--- src/rtl/deserializer_rx_if.sv ---
// deserializer_rx_if: serial lane input and byte-side outputs of the deserializer
interface deserializer_rx_if;
  logic       data_in;
  logic [7:0] data_out;
  logic       byte_strobe;
  logic       valid_out;
  logic       active;
  modport master (output data_in, input data_out, byte_strobe, valid_out, active);
  modport slave  (input data_in, output data_out, byte_strobe, valid_out, active);
endinterface

--- src/rtl/deserializer_rx.sv ---
// deserializer_rx: bit-sliding comma search, BC_SYNC comma lock, then byte extraction
module deserializer_rx #(
  parameter logic [7:0] COM     = 8'hBC,
  parameter int         BC_SYNC = 4
) (
  input logic              clk_32f,
  input logic              reset,
  deserializer_rx_if.slave bus
);
  // one spare bit so the comma count never wraps before reaching BC_SYNC
  localparam int BW = $clog2(BC_SYNC + 1) + 1;
  typedef enum logic [1:0] {UNALIGNED, ALIGNED, ACTIVE} state_t;
  state_t        r_state, w_state_nx;
  logic [7:0]    r_sr, r_data_out, w_nb, w_data_nx;
  logic [2:0]    r_bit_cnt, w_bit_nx;
  logic [BW-1:0] r_bc_cnt, w_bc_nx, w_bc_inc;
  logic          r_strobe, r_valid, r_active, w_strobe_nx, w_valid_nx, w_com, w_bnd;
  assign w_nb     = {r_sr[6:0], bus.data_in};
  assign w_com    = (w_nb == COM);
  assign w_bnd    = (r_bit_cnt == 3'd7);
  assign w_bc_inc = r_bc_cnt + 1'b1;
  always_comb begin
    w_state_nx  = r_state;
    w_bit_nx    = r_bit_cnt + 3'd1;
    w_bc_nx     = r_bc_cnt;
    w_data_nx   = r_data_out;
    w_strobe_nx = 1'b0;
    w_valid_nx  = 1'b0;
    case (r_state)
      UNALIGNED: begin
        w_bit_nx = 3'd0;
        if (w_com) begin
          w_state_nx = ALIGNED;
          w_bc_nx    = BW'(1);
        end
      end
      ALIGNED: if (w_bnd) begin
        if (w_com) begin
          w_bc_nx = w_bc_inc;
          if (w_bc_inc == BW'(BC_SYNC)) w_state_nx = ACTIVE;
        end else begin
          w_state_nx = UNALIGNED;
          w_bc_nx    = '0;
        end
      end
      ACTIVE: if (w_bnd) begin
        w_data_nx   = w_nb;
        w_strobe_nx = 1'b1;
        w_valid_nx  = !w_com;
      end
      default: w_state_nx = UNALIGNED;
    endcase
  end
  always_ff @(posedge clk_32f) begin
    if (!reset) begin
      r_state    <= UNALIGNED;
      r_sr       <= 8'h00;
      r_bit_cnt  <= 3'd0;
      r_bc_cnt   <= '0;
      r_data_out <= 8'h00;
      r_strobe   <= 1'b0;
      r_valid    <= 1'b0;
      r_active   <= 1'b0;
    end else begin
      r_state    <= w_state_nx;
      r_sr       <= w_nb;
      r_bit_cnt  <= w_bit_nx;
      r_bc_cnt   <= w_bc_nx;
      r_data_out <= w_data_nx;
      r_strobe   <= w_strobe_nx;
      r_valid    <= w_valid_nx;
      r_active   <= (w_state_nx == ACTIVE);
    end
  end
  assign bus.data_out    = r_data_out;
  assign bus.byte_strobe = r_strobe;
  assign bus.valid_out   = r_valid;
  assign bus.active      = r_active;
endmodule
--- src/flat_wrapper.sv ---
// flat-port wrapper written by rule: the top's interface ports become plain ports
module deserializer_rx_flat 
#(
  parameter logic [7:0] COM     = 8'hBC,
  parameter int         BC_SYNC = 4
)
  (clk_32f, reset, bus_data_in, bus_data_out, bus_byte_strobe, bus_valid_out, bus_active);
  deserializer_rx_if bus_i ();
  input logic clk_32f;
  input logic reset;
  input wire logic [$bits(bus_i.data_in)-1:0] bus_data_in;
  output wire logic [$bits(bus_i.data_out)-1:0] bus_data_out;
  output wire logic [$bits(bus_i.byte_strobe)-1:0] bus_byte_strobe;
  output wire logic [$bits(bus_i.valid_out)-1:0] bus_valid_out;
  output wire logic [$bits(bus_i.active)-1:0] bus_active;
  assign bus_i.data_in = bus_data_in;
  assign bus_data_out = bus_i.data_out;
  assign bus_byte_strobe = bus_i.byte_strobe;
  assign bus_valid_out = bus_i.valid_out;
  assign bus_active = bus_i.active;
  deserializer_rx #(.COM(COM), .BC_SYNC(BC_SYNC)) u_core (.clk_32f(clk_32f), .reset(reset), .bus(bus_i));
endmodule
--- config.mk ---
export PLATFORM = sky130hd
export DESIGN_NAME = deserializer_rx_flat
export DESIGN_NICKNAME = d
export VERILOG_FILES = /design/src/rtl/deserializer_rx_if.sv /design/src/rtl/deserializer_rx.sv /design/src/flat_wrapper.sv
export SDC_FILE = /design/constraint.sdc
export NUM_CORES = 1
export LEC_CHECK = 0
export ABC_AREA = 1
export CAP_MARGIN = 0
export CORE_ASPECT_RATIO = 0.6
export CORE_MARGIN = 4
export CORE_UTILIZATION = 45
export DETAILED_ROUTE_END_ITERATION = 6
export PLACE_DENSITY_LB_ADDON = 0.15
export SETUP_SLACK_MARGIN = 0.1
export SLEW_MARGIN = 20
export SYNTH_ARGS = -nofsm -noshare
export SYNTH_HDL_FRONTEND = slang
export SYNTH_SLANG_ARGS = --single-unit
--- constraint.sdc ---
create_clock -name clk_32f -period 1.7 [get_ports clk_32f]
set_input_delay 0.425 -clock clk_32f [delete_from_list [all_inputs] [get_ports clk_32f]]
set_output_delay 0.425 -clock clk_32f [all_outputs]
set_load 0.01 [all_outputs]
==> results <==
- For this configuration, the core starts out at a cell density of 49.6%.
- The maximum clock path buffer count is 2.
- Synthesis instantiated 23 different standard cells from the library.
- The maximum net fanout on the critical path is 1.
- The count of antenna-violating nets left after detailed routing is 0.
- The post-route clock skew is 4.50 ps.
- In this run the static leakage power is 0.000733 uW.
- The number of pins with negative max-slew slack in the final report was 0.
- The global-route wire length before repair is 3550 um.
- The number of warnings printed during yosys synthesis is 0.
- Synthesis produced a netlist with a net count of 157.
- Each instance of the synthesized netlist takes up on average 7.48 sq um.
- The number of I/O port buffers is 13.
- The synthesized netlist devotes 0% of its cell area to XOR and XNOR gates.
- The tree is rooted in a sky130_fd_sc_hd__clkbuf_8.
- At the end of the flow the core is filled with cells to 59.4%.
- The launching element type of the critical path is a flop.
- In this design, the largest share of critical-path delay is due to buffers and inverters.
- Setup repair after global routing left no endpoint under its margin.
- In the final design database the tool counted 174 nets.
- For this design the top-level I/O count stands at 14.
- The maximum clock frequency is 651 MHz.
- Summing the areas of all compound-gate instances in the mapped netlist gives 6.91% of the synthesized area.
- After detailed routing, the number of vias per cell comes to 4.80.
- Summing every instance area after synthesis gives 1120 sq um.
- The die covers 3380 sq um.
- The area added between synthesis and finish is 19.7%.
- Entering global routing, the biggest net connects 16 pins.
- The multiplexer fraction of the synthesized cell area is 0%.
- The floorplan has 13 rows.
- The insertion delay to the later sink of the worst-skew pair is 270 ps.
- In the final layout, flip-flops and latches occupy 541 sq um.
- The headroom to the max-slew limit is 77.3%.
- The share of layout cells above drive strength 1 is 10.2%.
- The count of maximum capacitance violations is 0.
- The number of global-route vias before repair is 789.
- The kind of critical path is flop to output port.
- The clock transition at the register clock pins on the worst setup and hold paths after CTS is 90 ps.
- STA puts the critical path data required time at 1270 ps.
- The flop and latch count out of synthesis is 27.
- Sequential elements use 48.2% of the synthesized area.
- The flow ran to the end, and the final reports show no timing, DRC or antenna violations.
- The maximum cell stage delay along the critical path is 520 ps.
- The transition at the pin with the smallest max-transition slack is 339 ps.
- The cell taking the most area after synthesis is sky130_fd_sc_hd__dfxtp_1.
- Counting both buffers and inverters, the worst setup path holds a total of 1.
- By area, the combinational part of the netlist is dominated by simple AND/OR/NAND/NOR gates.
- The H-tree depth is 1.
- The proportion of netlist area held by the largest area contributor is 48.2%.
- The critical path goes through clkdlybuf4s50_1.
- The fill cell instance count of the final layout is 202.
- The worst supply voltage drop on vdd is 0.604 mV.
- The area of the multi-input gates is 464 sq um.
- The cell type of the slowest stage on the worst timing path is sky130_fd_sc_hd__clkdlybuf4s50_1.
- The clock period could shrink to 1540 ps.
- The core outline area is 2260 sq um.
- The area share of and/or/nand/nor cells after synthesis is 30.0%.
- The detailed router placed 940 vias in this run.
- Global routing finished with a remaining overflow of 0.
- For this block, the initial DRC count from the detailed router was 59.
- The count of TritonRoute iterations in the first routing pass is 4.
- Global routing used 14.3% of the available tracks across all layers.
- The post-DP HPWL is 1680 um.
- In the finished design, the share of the clock period the worst path needs comes to 90.4%.
- The die outline height is 46.7 um.
- The total wire length is 2150 um.
- The power per cell area is 762 nW/um^2.
- The post-synthesis cell count is 150.
- The type of the most critical hold path is flop to flop.
- The post-route DRC violation count is 0.
- After detailed routing, the average wire length per cell comes to 11.0 um.
- The number of antenna violations at the first check in global routing is 0.
- Setup violations remaining at the end of the flow were counted as 0.
- The total power of the final layout is 1020 uW.
- TritonCTS built the clock tree.
- For this design, the sink count on the clock tree is 27.
- The global placement routability congestion is 0.784.
- Of the total synthesized cell area, the portion taken by full adders, half adders and majority gates is 4.46%.
- The number of buffers added by the clock tree synthesis step is 3.
- By area the synthesized netlist is led by sky130_fd_sc_hd__dfxtp_1 48%, sky130_fd_sc_hd__nand2_1 13%, sky130_fd_sc_hd__inv_1 7.7%.
- The die width is 72.5 um.
- The data arrival time of the critical path is 1110 ps.
- 0 antenna diodes ended up in the layout.
- The minimum setup slack among reg-to-reg paths is 280 ps.
- The hold violation count in the final report is 0.
- STA classifies the critical path endpoint as an output port.
==> placed cells by master, fill, tap and decap left out, types with 2 or more instances in the layout <==
cell and n:
sky130_fd_sc_hd__nor2_2 3, sky130_fd_sc_hd__buf_4 2, sky130_fd_sc_hd__nand2_2 3, sky130_fd_sc_hd__nand2_1 38, sky130_fd_sc_hd__o21ai_0 3, sky130_fd_sc_hd__a21oi_1 8, sky130_fd_sc_hd__dlygate4sd2_1 2, sky130_fd_sc_hd__dfxtp_1 27
sky130_fd_sc_hd__clkdlybuf4s50_1 5, sky130_fd_sc_hd__inv_2 2, sky130_fd_sc_hd__ha_1 4, sky130_fd_sc_hd__nor2_1 15, sky130_fd_sc_hd__clkbuf_8 3, sky130_fd_sc_hd__nor3_1 2, sky130_fd_sc_hd__nand3_1 9, sky130_fd_sc_hd__inv_1 23
sky130_fd_sc_hd__nor3b_1 2, sky130_fd_sc_hd__nand4_1 2, sky130_fd_sc_hd__dlymetal6s2s_1 6
==> repair_timing <==
action | CTS | global route
pin swaps | 0 | 0
endpoints found under the hold margin | 0 | 0
hold buffers | 0 | 0
buffers inserted | 0 | 0
cloned | 0 | 0
gates resized for setup | 2 | 6
endpoints found under the setup margin | 2 | 6
==> layer usage <==
layer	track usage, %	vias to the layer above	share of wire [%]
met2	19.9	20	39
met3	4.58	4	5.7
met5	0	-	0
li1	-	493	-
met4	6.25	0	1.1
met1	20.2	423	54
==> logic make-up (layout without fill, tap and decap cells) <==
kind of cell | count (synthesis) | in the layout
DFF | 27 | 27
AOI/OAI and AO/OA | 14 | 14
buffers and inverters | 29 | 45
and+or+nand+nor | 76 | 76
adders and majority gates | 4 | 4
==> Yosys cell counts, drive strengths merged <==
library cell and number:
a21oi 9, buf 3, clkinv 1, dfxtp 27, ha 4, inv 25, nand2 41, nand3 10
nand3b 1, nand4 2, nor2 18, nor3 2, nor3b 2, o21ai 5
==> path summary, 6_finish.rpt <==
kind                                           start                     end  depth (start not counted)
worst max-delay path            u_core.bus.valid_out           bus_valid_out                          1
worst min-delay path                  u_core.r_sr[5]          u_core.r_sr[6]                          2
worst max register to register   u_core.r_bit_cnt[0]  u_core.bus.data_out[1]                          6
worst min register to register        u_core.r_sr[5]          u_core.r_sr[6]                          2
==> stage by stage <==
| stage | TNS, ps | hold WS [ps] | instance area (sq um) | setup WS, ps | instances |
|---|---|---|---|---|---|
| floorplan | 0 | 407 | 1120 | 411 | 150 |
| CTS | 0 | 436 | 1330 | 109 | 196 |
| finish | 0 | 436 | 1340 | 163 | 196 |
| global route | 0 | 462 | 1340 | 106 | 196 |
| detailed placement | -37.8 | 423 | 1280 | -37.8 | 192 |
| global placement | 0 | 416 | 1280 | 8.62 | 192 |
==> worst min-delay path: stages (launching register included) <==
cell                      delay (ps)
sky130_fd_sc_hd__dfxtp_1         320
sky130_fd_sc_hd__nand2_1          50
sky130_fd_sc_hd__inv_1            30
==> power by group <==
| group | internal [uW] | leakage (uW) | switching (uW) | total (uW) |
|---|---|---|---|---|
| combinational | 9.93 | 0.000489 | 15.0 | 24.9 |
| sequential | 636 | 0.000218 | 3.19 | 639 |
| clock | 164 | 0.0000255 | 196 | 360 |
| total | 810 | 0.000733 | 214 | 1020 |
==> registers in the layout, summed over array words and instances (netlist names) <==
signal and cells:
u_core.bus.data_out 8, u_core.r_sr 7, u_core.r_bc_cnt 4, u_core.r_bit_cnt 3, u_core.r_state 2, u_core.bus.active 1, u_core.bus.byte_strobe 1, u_core.bus.valid_out 1
==> final cells by class <==
type                    count  area share [%]
clock buffers               3            3.07
clock inverters             1           0.372
inverters                  26            7.26
multi-input cells          94            34.5
flip-flops and latches     27            40.2
well taps                  30            2.79
repair buffers             15            11.7
No activity file was read; power rests on OpenSTA's default activity.
